<file path="src/rtl/muldiv_pkg.sv">
// ---------------------------------------------------------------------------
// muldiv_pkg
// Shared constants for the RV32M execute-stage sequencer: operand width,
// iteration count, funct_3 encodings, FSM state encoding and a small decode
// helper.
// ---------------------------------------------------------------------------
package muldiv_pkg;

    localparam int XLEN         = 32;
    localparam int MULDIV_ITERS = 32;
    localparam int CNT_W        = 6;

    localparam logic [XLEN-1:0] INT_MIN = {1'b1, {(XLEN-1){1'b0}}};

    localparam logic [2:0] F3_MUL    = 3'b000;
    localparam logic [2:0] F3_MULH   = 3'b001;
    localparam logic [2:0] F3_MULHSU = 3'b010;
    localparam logic [2:0] F3_MULHU  = 3'b011;
    localparam logic [2:0] F3_DIV    = 3'b100;
    localparam logic [2:0] F3_DIVU   = 3'b101;
    localparam logic [2:0] F3_REM    = 3'b110;
    localparam logic [2:0] F3_REMU   = 3'b111;

    typedef enum logic [2:0] {
        ST_IDLE = 3'd0,
        ST_MUL  = 3'd1,
        ST_DIV  = 3'd2,
        ST_FIX  = 3'd3,
        ST_DONE = 3'd4
    } state_t;

    // True for the four divide/remainder encodings.
    function automatic logic is_div_op(input logic [2:0] f3);
        return (f3 == F3_DIV) || (f3 == F3_DIVU) || (f3 == F3_REM) || (f3 == F3_REMU);
    endfunction

endpackage

</file>
<file path="src/rtl/ex_muldiv_ctrl_if.sv">
// ---------------------------------------------------------------------------
// ex_muldiv_ctrl_if
// Pipeline <-> M-extension sequencer signal bundle.
//   master : pipeline side (drives start/flush/funct_3/rs1_val/rs2_val)
//   slave  : sequencer side (drives stall/busy/done/result)
// ---------------------------------------------------------------------------
interface ex_muldiv_ctrl_if;
    import muldiv_pkg::*;

    logic            start;
    logic            flush;
    logic [2:0]      funct_3;
    logic [XLEN-1:0] rs1_val;
    logic [XLEN-1:0] rs2_val;
    logic            stall;
    logic            busy;
    logic            done;
    logic [XLEN-1:0] result;

    modport master (
        output start, flush, funct_3, rs1_val, rs2_val,
        input  stall, busy, done, result
    );

    modport slave (
        input  start, flush, funct_3, rs1_val, rs2_val,
        output stall, busy, done, result
    );

endinterface

</file>
<file path="src/rtl/muldiv_div_step.sv">
// ---------------------------------------------------------------------------
// muldiv_div_step
// One combinational restoring-division step: shift the next dividend bit
// (MSB of quo_in) into the partial remainder, trial-subtract the divisor and
// shift the resulting quotient bit into the bottom of the quotient.
//   rem_in/rem_out : partial remainder before/after the step
//   quo_in/quo_out : dividend bits still to consume / quotient bits produced
//   divisor        : divisor magnitude
// ---------------------------------------------------------------------------
module muldiv_div_step
    import muldiv_pkg::*;
(
    input  logic [XLEN-1:0] rem_in,
    input  logic [XLEN-1:0] quo_in,
    input  logic [XLEN-1:0] divisor,
    output logic [XLEN-1:0] rem_out,
    output logic [XLEN-1:0] quo_out
);

    logic [XLEN:0] partial;
    logic [XLEN:0] trial;

    always_comb begin
        partial = {rem_in, quo_in[XLEN-1]};
        trial   = partial - {1'b0, divisor};
        // A clear borrow bit means the divisor fits: keep the difference.
        if (!trial[XLEN]) begin
            rem_out = trial[XLEN-1:0];
            quo_out = {quo_in[XLEN-2:0], 1'b1};
        end else begin
            rem_out = partial[XLEN-1:0];
            quo_out = {quo_in[XLEN-2:0], 1'b0};
        end
    end

endmodule

</file>
<file path="src/rtl/ex_muldiv_ctrl.sv">
// ---------------------------------------------------------------------------
// ex_muldiv_ctrl
// Execute-stage sequencer for RV32M ops. Captures operand magnitudes, runs a
// serial shift-add multiplier or restoring divider for 32 iterations, applies
// sign correction, then presents the result with a one-cycle done pulse.
// Divide-by-zero and signed overflow bypass the datapath and finish in one
// cycle.
//   clk, reset : rising-edge clock, synchronous active-high reset
//   bus        : ex_muldiv_ctrl_if.slave (start, flush, funct_3, rs1_val,
//                rs2_val in; stall, busy, done, result out)
// Build option: MULDIV_FAST_MUL_EN -- multiplies use one registered full
// product and skip the iterations (done two cycles after start).
// ---------------------------------------------------------------------------
module ex_muldiv_ctrl
    import muldiv_pkg::*;
(
    input  logic           clk,
    input  logic           reset,
    ex_muldiv_ctrl_if.slave bus
);

`ifdef MULDIV_FAST_MUL_EN
    localparam state_t MUL_ENTRY = ST_FIX;
`else
    localparam state_t MUL_ENTRY = ST_MUL;
`endif

    state_t            state_reg, state_next;
    logic              busy_reg;
    logic [CNT_W-1:0]  cnt_reg;
    logic [2*XLEN-1:0] acc_reg;     // product, or {unused, dividend/quotient}
    logic [XLEN-1:0]   rem_reg;
    logic [XLEN-1:0]   opb_reg;     // multiplicand or divisor magnitude
    logic [XLEN-1:0]   result_reg;
    logic [2:0]        op_reg;
    logic              neg_q_reg;   // negate product / quotient
    logic              neg_r_reg;   // negate remainder (sign of dividend)

    // ---------------- load-time decode ----------------
    logic            accept, is_div, signed_a, signed_b, sign_a, sign_b;
    logic            div_zero, div_ovf, special, last_iter;
    logic [XLEN-1:0] mag_a, mag_b, special_val;

    always_comb begin
        accept   = (state_reg == ST_IDLE) && bus.start && !bus.flush;
        is_div   = is_div_op(bus.funct_3);
        // MUL only keeps the low word, which is sign-agnostic.
        signed_a = (bus.funct_3 == F3_MULH) || (bus.funct_3 == F3_MULHSU) ||
                   (bus.funct_3 == F3_DIV)  || (bus.funct_3 == F3_REM);
        signed_b = (bus.funct_3 == F3_MULH) || (bus.funct_3 == F3_DIV) ||
                   (bus.funct_3 == F3_REM);
        sign_a   = signed_a && bus.rs1_val[XLEN-1];
        sign_b   = signed_b && bus.rs2_val[XLEN-1];
        mag_a    = sign_a ? -bus.rs1_val : bus.rs1_val;
        mag_b    = sign_b ? -bus.rs2_val : bus.rs2_val;
        div_zero = is_div && (bus.rs2_val == '0);
        div_ovf  = ((bus.funct_3 == F3_DIV) || (bus.funct_3 == F3_REM)) &&
                   (bus.rs1_val == INT_MIN) && (bus.rs2_val == '1);
        special  = div_zero || div_ovf;
        // funct_3[1] selects the remainder flavour of the divide ops.
        if (div_zero) begin
            special_val = bus.funct_3[1] ? bus.rs1_val : '1;
        end else begin
            special_val = bus.funct_3[1] ? '0 : INT_MIN;
        end
        last_iter = (cnt_reg == CNT_W'(MULDIV_ITERS - 1));
    end

    // ---------------- iteration datapath ----------------
    logic [XLEN:0]     mul_addend, mul_sum;
    logic [2*XLEN-1:0] mul_next;
    logic [XLEN-1:0]   div_rem_next, div_quo_next;

    always_comb begin
        mul_addend = acc_reg[0] ? {1'b0, opb_reg} : '0;
        mul_sum    = {1'b0, acc_reg[2*XLEN-1:XLEN]} + mul_addend;
        mul_next   = {mul_sum, acc_reg[XLEN-1:1]};
    end

    muldiv_div_step u_div_step (
        .rem_in  (rem_reg),
        .quo_in  (acc_reg[XLEN-1:0]),
        .divisor (opb_reg),
        .rem_out (div_rem_next),
        .quo_out (div_quo_next)
    );

    // ---------------- sign correction / word select ----------------
    logic [2*XLEN-1:0] prod_fix;
    logic [XLEN-1:0]   quo_fix, rem_fix, fix_val;

    always_comb begin
        prod_fix = neg_q_reg ? -acc_reg : acc_reg;
        quo_fix  = neg_q_reg ? -acc_reg[XLEN-1:0] : acc_reg[XLEN-1:0];
        rem_fix  = neg_r_reg ? -rem_reg : rem_reg;
        case (op_reg)
            F3_MUL:                       fix_val = prod_fix[XLEN-1:0];
            F3_MULH, F3_MULHSU, F3_MULHU: fix_val = prod_fix[2*XLEN-1:XLEN];
            F3_DIV, F3_DIVU:              fix_val = quo_fix;
            default:                      fix_val = rem_fix;
        endcase
    end

    // ---------------- FSM: state register ----------------
    always_ff @(posedge clk) begin
        if (reset) begin
            state_reg <= ST_IDLE;
            busy_reg  <= 1'b0;
        end else begin
            state_reg <= state_next;
            busy_reg  <= (state_next != ST_IDLE);
        end
    end

    // ---------------- FSM: next state ----------------
    always_comb begin
        state_next = state_reg;
        case (state_reg)
            ST_IDLE: begin
                if (accept) begin
                    if (special)     state_next = ST_DONE;
                    else if (is_div) state_next = ST_DIV;
                    else             state_next = MUL_ENTRY;
                end
            end
            ST_MUL, ST_DIV: begin
                if (bus.flush)      state_next = ST_IDLE;
                else if (last_iter) state_next = ST_FIX;
            end
            ST_FIX:  state_next = bus.flush ? ST_IDLE : ST_DONE;
            ST_DONE: state_next = ST_IDLE;
            default: state_next = ST_IDLE;
        endcase
    end

    // ---------------- FSM: outputs ----------------
    logic done_int;

    always_comb begin
        done_int   = (state_reg == ST_DONE);
        // Released in the done cycle so EX/MEM captures the result.
        bus.stall  = (bus.start && (state_reg == ST_IDLE)) || (busy_reg && !done_int);
        bus.done   = done_int;
        bus.busy   = busy_reg;
        bus.result = result_reg;
    end

    // ---------------- datapath registers ----------------
    always_ff @(posedge clk) begin
        if (reset) begin
            cnt_reg    <= '0;
            acc_reg    <= '0;
            rem_reg    <= '0;
            opb_reg    <= '0;
            result_reg <= '0;
            op_reg     <= '0;
            neg_q_reg  <= 1'b0;
            neg_r_reg  <= 1'b0;
        end else begin
            case (state_reg)
                ST_IDLE: begin
                    if (accept) begin
                        op_reg    <= bus.funct_3;
                        neg_q_reg <= sign_a ^ sign_b;
                        neg_r_reg <= sign_a;
                        cnt_reg   <= '0;
                        rem_reg   <= '0;
                        opb_reg   <= is_div ? mag_b : mag_a;
`ifdef MULDIV_FAST_MUL_EN
                        if (is_div) acc_reg <= {{XLEN{1'b0}}, mag_a};
                        else        acc_reg <= {{XLEN{1'b0}}, mag_a} * {{XLEN{1'b0}}, mag_b};
`else
                        acc_reg   <= {{XLEN{1'b0}}, is_div ? mag_a : mag_b};
`endif
                        if (special) result_reg <= special_val;
                    end
                end
                ST_MUL: begin
                    acc_reg <= mul_next;
                    if (!last_iter) cnt_reg <= cnt_reg + 1'b1;
                end
                ST_DIV: begin
                    acc_reg[XLEN-1:0] <= div_quo_next;
                    rem_reg           <= div_rem_next;
                    if (!last_iter) cnt_reg <= cnt_reg + 1'b1;
                end
                ST_FIX: begin
                    // A flush here abandons the op, so the old result stays.
                    if (!bus.flush) result_reg <= fix_val;
                end
                default: ;
            endcase
        end
    end

endmodule

</file>
<file path="src/flat_wrapper.sv">
// flat-port wrapper written by rule: the top's interface ports become plain ports
module ex_muldiv_ctrl_flat import muldiv_pkg::*;
  (clk, reset, bus_start, bus_flush, bus_funct_3, bus_rs1_val, bus_rs2_val, bus_stall, bus_busy, bus_done, bus_result);
  ex_muldiv_ctrl_if bus_i ();
  input  logic clk;
  input  logic reset;
  input wire logic [$bits(bus_i.start)-1:0] bus_start;
  input wire logic [$bits(bus_i.flush)-1:0] bus_flush;
  input wire logic [$bits(bus_i.funct_3)-1:0] bus_funct_3;
  input wire logic [$bits(bus_i.rs1_val)-1:0] bus_rs1_val;
  input wire logic [$bits(bus_i.rs2_val)-1:0] bus_rs2_val;
  output wire logic [$bits(bus_i.stall)-1:0] bus_stall;
  output wire logic [$bits(bus_i.busy)-1:0] bus_busy;
  output wire logic [$bits(bus_i.done)-1:0] bus_done;
  output wire logic [$bits(bus_i.result)-1:0] bus_result;
  assign bus_i.start = bus_start;
  assign bus_i.flush = bus_flush;
  assign bus_i.funct_3 = bus_funct_3;
  assign bus_i.rs1_val = bus_rs1_val;
  assign bus_i.rs2_val = bus_rs2_val;
  assign bus_stall = bus_i.stall;
  assign bus_busy = bus_i.busy;
  assign bus_done = bus_i.done;
  assign bus_result = bus_i.result;
  ex_muldiv_ctrl u_core (.clk(clk), .reset(reset), .bus(bus_i));
endmodule
</file>
<file path="config.mk">
export PLATFORM = sky130hd
export DESIGN_NAME = ex_muldiv_ctrl_flat
export DESIGN_NICKNAME = d
export VERILOG_FILES = /design/src/rtl/muldiv_pkg.sv /design/src/rtl/ex_muldiv_ctrl_if.sv /design/src/rtl/muldiv_div_step.sv /design/src/rtl/ex_muldiv_ctrl.sv /design/src/flat_wrapper.sv
export SDC_FILE = /design/constraint.sdc
export NUM_CORES = 1
export LEC_CHECK = 0
export CAP_MARGIN = 20
export CORE_ASPECT_RATIO = 1.25
export CORE_MARGIN = 2
export CORE_UTILIZATION = 55
export DETAILED_ROUTE_END_ITERATION = 7
export PLACE_DENSITY = 0.75
export SLEW_MARGIN = 20
export SYNTH_ARGS = -nofsm -noshare
export SYNTH_HDL_FRONTEND = slang
export SYNTH_SLANG_ARGS = --single-unit
</file>
<file path="constraint.sdc">
create_clock -name clk -period 11.3 [get_ports clk]
set_clock_uncertainty 0.05 [all_clocks]
set_input_delay 1.695 -clock clk [delete_from_list [all_inputs] [get_ports clk]]
set_output_delay 1.695 -clock clk [all_outputs]
set_load 0.005 [all_outputs]
</file>
# After elaboration in Yosys (flattened, before gate mapping)
# Cells that the tools add are included.
# totals
out_inout_bits	35
elab_cells	114
ff_bits	175
inputBits	71
# op_classes
n_mux	33
n_bitwise	1
n_reduce_logical	39
add_sub_neg	8
eq_ne	22
# op_table
operator	n
32-bit two-way mux	15
32-bit case mux with 2 select lines	3
32-bit case mux with 3 select lines	2
64-bit two-way mux	2
32-bit negation	4
32-bit equality test, second input constant	2
64-bit negation	1
32-bit by 33-bit adder with 33-bit output	1
33-bit by 32-bit subtractor with 33-bit output	1
32-bit zero test	1
3-bit equality test, second input constant	7
3-bit by 2-bit equality test with 1-bit output, second input constant	5
3-bit two-way mux	5
6-bit two-way mux	2
6-bit case mux with 2 select lines	1
1-bit logical OR	11
3-bit by 1-bit equality test with 1-bit output, second input constant	3
3-bit case mux with 3 select lines	1
1-bit logical AND	8
2-bit AND reduction	4
2-bit nonzero test	4
6-bit by 1-bit adder with 6-bit output, second input constant	1
6-bit by 5-bit equality test with 1-bit output, second input constant	1
3-bit zero test	2
11 further kinds	16

# Depth between registers and ports, before layout
# Gate-level depths: netlist of the first run.
# depth
depth_word	10
mapped_depth	15
depth_no_buf	13

# Cells and area by module
# Synthesis of the first run repeated with hierarchy kept, for this count alone.
# hier_totals
cells_unflattened	2193
area_unflattened_um2	16099.2
# modules_own_cells
mod	n_inst	seq_area_each_um2	area_each_um2	cells_per_inst
ex_muldiv_ctrl	1	3503.4	13549.2	1853
muldiv_div_step	1	0.0	2549.9	340

# Worst setup path after synthesis of the first run
# OpenSTA, ideal clock, no wires.
# synth_path
path_kind	input -> register
startpoint	input bus_rs2_val[8]
endpoint	register u_core.result_reg[11] (netlist: u_core.bus.result[11])
t_arrival_ns	4.171
setup_ns	0.060
setup_slack_ns	7.019
required_time_ns	11.190
stages	11
path_buffers	2
path_cell_list	or4_1 > nor4_1 > nand4_1 > o32ai_1 > a21oi_1 > nor2_1 > and2_1 > buf_4 > buf_4 > o221ai_1 > nand2_1
# synth_via
elab_chain_len	6
elab_cells_between_ends	11
classes_between	eq/ne (2); mux (4); reduce/logical (5)
# synth_lines
item	line_no	rtl
start: declaration	flat_wrapper.sv:11	input wire logic [$bits(bus_i.rs2_val)-1:0] bus_rs2_val;
32-bit zero test	ex_muldiv_ctrl.sv:56	div_zero = is_div && (bus.rs2_val == '0);
1-bit logical AND	ex_muldiv_ctrl.sv:56	
32-bit two-way mux	ex_muldiv_ctrl.sv:61	if (div_zero) begin
32-bit two-way mux	ex_muldiv_ctrl.sv:175	if (special) result_reg <= special_val;
32-bit two-way mux	ex_muldiv_ctrl.sv:162	if (accept) begin
32-bit case mux with 2 select lines	ex_muldiv_ctrl.sv:160	case (state_reg)
end signal: assignment	ex_muldiv_ctrl.sv:175	
end signal: assignment	ex_muldiv_ctrl.sv:189	if (!bus.flush) result_reg <= fix_val;
end: declaration	ex_muldiv_ctrl.sv:34	logic [XLEN-1:0] result_reg;
# Parallel ways exist; a longest one is shown, timed or not. The select of a mux whose other input is x is not followed.
# A chain may end at the register's enable or synchronous reset.

# Worst setup path in the final report of the first run
# layout_path
startpoint	input bus_rs2_val[6]
endpoint	register u_core.result_reg[28] (netlist: u_core.bus.result[28])
# The elaborated chain is that of the path after synthesis.

==> impl_results.md, run 1 <==
- Result of the run: finished clean
- Largest net degree at the start of global routing: 88
- R2r startpoint: u_core.acc_reg[31]
- Cell Pwr Density: 103 nW/um^2
- First-pass GRT wire length: 92000 um
- CTS tree: yes
- GR Overflow Total: 0
- DP HPWL: 46200 um
- Gpl congestion: 1.03
- Die Width: 153 um
- Gr usage total: 0.404
- WL met1: 23700 um
- Highest clock rate: 168 MHz
- Origin of the worst min-delay path: u_core.opb_reg[3]
- Total power: 1.76 mW
- Worst-Margin Slew: 1040 ps
- Initial core utilization: 0.557
- Synth Register Bits: 175
- Cell count after synthesis: 2144
- Core area: 27600 sq um
- Largest area contributor in the netlist: dfxtp_1
- Synthesized cell area: 15400 sq um
- Total routed wirelength: 60900 um
- Syn Area/Cell: 7.17 sq um
- Min Clock Period, post-route: 5950 ps
- Multiplexer share of the synthesized area: 0.0252
- Cell row count: 68
- DRT iter0 DRCs: 2089
- Synth Area in Compound Gates: 0.292
- Crit end category: flip-flop
- Final Non-Filler Cells: 2512
- Fin nets: 2288
- Via count: 17100
- Final TNS setup: 0 ps
- Synth unique cells: 77
- Fill cells: 2604
- Post-synth EDFFs: 0
- Max H-tree Level: 4
- CP Class: in -> reg
- Min-Delay Path Depth: 2
- Max-slew violations: 0
- Worst Path Required: 11620 ps
- Worst Hold End: u_core.opb_reg[3]
- Synth Area in Simple Gates: 0.233
- Syn-to-layout area delta: 10.8%
- Largest cells by area after synthesis: dfxtp_1, a21oi_1, o21ai_0
- DRC: 0
- CP max-delay cell: nor4_1
- Placed insts: 2475
- Hold buffer count at cts: 0
- Top Metal Used: met5
- Die outline height: 191 um
- Clock Path Buffers: 2
- Crit-path cells: clkdlybuf4s50_1 -> or4_1 -> nor4_1 -> nand4_1 -> o32ai_1 -> a21oi_1 -> nor2_1 -> and2_1 -> o21ai_0 -> o21ai_0
- Main combinational cell family by area after synthesis: compound AO/OA/AOI/OAI gates
- IO Count: 106
- Max stage delay on crit path: 820 ps
- Clock Latency Late Sink: 460 ps
- 1st-pass router iterations: 6
- Setup bufs post-CTS: 0
- Crit path buf inv count: 1
- Cts bufs inserted: 17
- Slew headroom: 0.297
- RSZ-0062 raised after global routing: false
- FF-to-FF path depth: 13
- I/O Buffers: 105
- Final hold violation count: 0
- R2R setup slack: 6880 ps
- Number of flip-flops in the largest register: 64
- Clk root buf: clkbuf_16
- Clock slew at reported path FFs: 70 ps
- Synth Area in Adders: 0.0596
- Final Cycle Share: 0.527
- Share of layout cells above drive strength 1: 0.0445
- Most frequent cells in the layout: nand2_1, nor2_1, a21oi_1, o21ai_0, dfxtp_1
- Final Setup Violations: 0
- Top_reg_cell synth: dfxtp_1
- Cell family with most CP delay: simple AND/OR/NAND/NOR gates
- Die area: 29300 sq um
- Max-cap check violation count: 0
- Crit path launch type: input port
- Most used cell along the critical path: o21ai_0
- WL per Instance: 24.2 um
- Worst-path maximum fanout: 19
- Synth warn: 0
- Avg Vias per Cell: 6.80
- Antenna-violating nets left: 0
- Data arrival, critical path: 6270 ps
- DR WL met2: 26400 um
- Cts repair resizes: 0
- Register area share after synthesis: 0.228
- Reg2Reg Capture Point: u_core.rem_reg[26]
- Worst hold-check path type: reg -> reg
- XOR/XNOR Fraction of Synth Area: 0.107
- CTS Sinks: 175
- Initial antenna violation count: 5
- Maximum vdd drop: 64.4 uV
- Syn nets: 2287
- Wire length on met3: 6420 um
- Number of global-route vias before repair: 15500
- Leakage power figure: 6.54 nW
- Async SR Flop Fraction: 0
- Top cell type's share of synthesized area: 0.228
[cell families after synthesis]
family                     Yosys count
and+or+nand+nor                    759
DFF                                175
muxes                               38
adders and majority gates           72
xor gates and xnor gates           187
buffers and inverters              217
AOI/OAI and AO/OA                  696
[synth_stat cells, types with 47 or more instances]
| cell | count |
|---|---|
| a21oi_1 | 183 |
| dfxtp_1 | 175 |
| clkbuf_1 | 120 |
| nor2_1 | 227 |
| nor3_1 | 77 |
| xnor2_1 | 92 |
| xor2_1 | 95 |
| ha_1 | 70 |
| inv_1 | 69 |
| nand2_1 | 226 |
| a211oi_1 | 47 |
| o21ai_0 | 176 |
[metal layers]
layer / track usage / vias to the layer above
met2: 0.627 / 962
met3: 0.100 / 227
met5: 0 / -
met4: 0.251 / 4
met1: 0.503 / 8039
li1: - / 7842
[report_power, final]
group,leakage (nW),switching [mW],internal [mW]
combinational,4.85,0.321,0.184
clock,0.261,0.291,0.287
sequential,1.42,0.0377,0.638
[cell type report]
| cell class | count | area [sq um] | area share |
|---|---|---|---|
| clock buffer | 19 | 433 | 0.0254 |
| inverter | 69 | 259 | 0.0152 |
| clock inverter | 13 | 106 | 0.00625 |
| sequential | 175 | 3500 | 0.206 |
| antenna | 4 | 10.0 | 0.000588 |
| tap | 350 | 438 | 0.0257 |
| multi-input combinational | 1752 | 11000 | 0.648 |
| timing repair buffer | 130 | 1240 | 0.0728 |
[worst min-delay path, stage by stage, from the launching register on]
cell and delay [ps]:
dfxtp_1 310, nand2_1 50, a21oi_1 50
[stage by stage]
stage	util	hold slack [ps]	worst slack (ps)	instance area, sq um
6_report	0.617	404	5350	17000
5_1_grt	0.617	436	5110	17000
4_1_cts	0.616	404	5600	17000
3_5_place_dp	0.597	397	5090	16500
3_3_place_gp	0.597	391	5320	16500
2_1_floorplan	-	382	7020	15400
[how the worst max path moves through the flow]
stage,from,end,depth (start not counted)
5_1_grt,bus_rs2_val[6],u_core.bus.result[28],10
3_5_place_dp,bus_rs2_val[6],u_core.bus.result[23],10
3_3_place_gp,bus_rs2_val[6],u_core.bus.result[17],10
6_report,bus_rs2_val[6],u_core.bus.result[28],10
4_1_cts,bus_rs2_val[6],u_core.bus.result[28],10
2_1_floorplan,bus_rs2_val[8],u_core.bus.result[11],11
No activity file was read; power rests on OpenSTA's default activity.
==> run 2, diff against run 1 <==
clock period = 6.1 ns   (was 11.3 ns; I/O delays follow)
==> run 2 against run 1 <==
  * Routed wire length increased by 0.39%
  * Via count shrank 0.51%
  * Die area is the same
  * Sequential share of layout area down 0.083 points
  * Combinational power grew 84%
  * Sequential cell count unchanged
==> impl_results.md, run 2 (same netlist as run 1, synthesis figures left out) <==
- R2r startpoint: u_core.acc_reg[31] (unchanged)
- Worst hold-check path type: reg -> reg (unchanged)
- Crit path launch type: input port (unchanged)
- Avg Vias per Cell: 6.76 (was 6.80)
- GR Util met3: 0.107 (was 0.100)
- Initial core utilization: 0.557 (unchanged)
- Die Width: 153 um (unchanged)
- Fill cells: 2637 (was 2604)
- GR peak layer: met2 (unchanged)
- Hold buffer count at cts: 0 (unchanged)
- Clock slew at reported path FFs: 80 ps (was 70 ps)
- First-pass GRT wire length: 92300 um (was 92000 um)
- Sequential Area: 3500 sq um (unchanged)
- Syn-to-layout area delta: 11.2% (was 10.8%)
- M1 GR Usage: 0.505 (was 0.503)
- IO Count: 106 (unchanged)
- Largest net degree at the start of global routing: 81 (was 88)
- Leakage power figure: 6.57 nW (was 6.54 nW)
- Clock Path Buffers: 2 (unchanged)
- Max-cap check violation count: 0 (unchanged)
- Crit path from: bus_rs1_val[0] (was bus_rs2_val[6])
- Gpl congestion: 1.01 (was 1.03)
- RSZ-0062 raised after global routing: false (unchanged)
- Hold Slack: 401 ps (was 404 ps)
- Via count: 17000 (was 17100)
- Final Setup Violations: 0 (unchanged)
- Cell row count: 68 (unchanged)
- DRC: 0 (unchanged)
- Share of layout cells above drive strength 1: 0.0449 (was 0.0445)
- Core area: 27600 sq um (unchanged)
- Worst-path maximum fanout: 19 (unchanged)
- Total power: 3.36 mW (was 1.76 mW)
- Final Cycle Share: 0.802
- Final hold violation count: 0 (unchanged)
- Final TNS setup: 0 ps (unchanged)
- Clock Latency Late Sink: 450 ps (was 460 ps)
- Slew headroom: 0.247 (was 0.297)
- Clk root buf: clkbuf_16 (unchanged)
- GR Overflow Total: 0 (unchanged)
- Antenna-violating nets left: 0 (unchanged)
- Fin nets: 2289 (was 2288)
- Die outline height: 191 um (unchanged)
- Setup bufs post-CTS: 0 (unchanged)
- Area of the multi-input gates: 11000 sq um (about the same)
- Worst-Margin Slew: 1130 ps (was 1040 ps)
- Gr usage total: 0.408 (was 0.404)
- Max-slew violations: 0 (unchanged)
- Die area: 29300 sq um (unchanged)
- Number of flip-flops in the largest register: 64 (unchanged)
- CP Class: in -> reg (unchanged)
- WL per Instance: 24.3 um (was 24.2 um)
- Initial antenna violation count: 3 (was 5)
- Result of the run: finished clean (unchanged)
- Crit end category: flip-flop (unchanged)
- I/O Buffers: 105 (unchanged)
- Max H-tree Level: 4 (unchanged)
- Cts bufs inserted: 17 (unchanged)
- DRT iter0 DRCs: 1871 (was 2089)
- Grt met2 use: 0.642 (was 0.627)
- CTS tree: yes (unchanged)
- Origin of the worst min-delay path: u_core.opb_reg[26] (was u_core.opb_reg[3])
- Worst Path Required: 6410 ps (was 11620 ps)
- Most frequent cells in the layout: nand2_1, nor2_1, a21oi_1, o21ai_0, dfxtp_1 (unchanged)
- Total routed wirelength: 61100 um (was 60900 um)
- Cell Pwr Density: 196 nW/um^2 (was 103 nW/um^2)
- Min Clock Period, post-route: 4890 ps
- Maximum vdd drop: 164 uV (was 64.4 uV)
- Cts repair resizes: 0 (unchanged)
- 1st-pass router iterations: 6 (unchanged)
- DP HPWL: 46700 um (was 46200 um)
- Highest clock rate: 204 MHz
- Number of global-route vias before repair: 15500 (about the same)
- CTS Sinks: 175 (unchanged)
- Data arrival, critical path: 5200 ps (was 6270 ps)
run 2: area by class of cell:
| class | instances | area share |
|---|---|---|
| multi-input combinational | 1752 | 0.645 |
| antenna | 4 | 0.000586 |
| sequential | 175 | 0.205 |
| tap | 350 | 0.0256 |
| inverter | 69 | 0.0152 |
| timing repair buffer | 131 | 0.0732 |
| clock inverter | 14 | 0.00988 |
| clock buffer | 18 | 0.0251 |
run 2: worst paths after layout:
kind                                         endpoint  slack (ps)  depth (start not counted)
worst max-delay path            u_core.bus.result[23]        1210                         12
worst min-delay path               u_core.opb_reg[26]         400                          2
worst max register to register     u_core.rem_reg[26]        1590                         13
worst min register to register     u_core.opb_reg[26]         400                          2
run 2: power breakdown:
part | internal, mW | total [mW] | switching, mW | leakage (nW)
registers | 1.18 | 1.26 | 0.0742 | 1.42
logic | 0.344 | 0.931 | 0.587 | 4.86
clock network | 0.622 | 1.17 | 0.546 | 0.290
total | 2.15 | 3.36 | 1.21 | 6.57
run 2: routing by layer:
layer,wire length [um],part of all wire
met5,13,0.00021
met4,3960,0.065
met3,6710,0.11
met2,27000,0.44
met1,23400,0.38
run 2: per-stage QoR:
| stage | std cells | setup WS (ps) | area (sq um) | util |
|---|---|---|---|---|
| floorplan | 2144 | 2380 | 15400 | - |
| global placement | 2476 | 1080 | 16500 | 0.598 |
| detailed placement | 2476 | 947 | 16500 | 0.598 |
| CTS | 2508 | 1370 | 17100 | 0.619 |
| global route | 2509 | 1100 | 17100 | 0.620 |
| finish | 2513 | 1210 | 17100 | 0.620 |
run 2: critical path: stages:
cell and delay, ps:
clkdlybuf4s50_1 480, inv_1 140, ha_1 220, nor2b_1 270, nand4_1 260, or3_1 560, o32ai_1 500, a21oi_1 380
nor2_1 320, and2_1 700, o21ai_0 190, o21ai_0 240
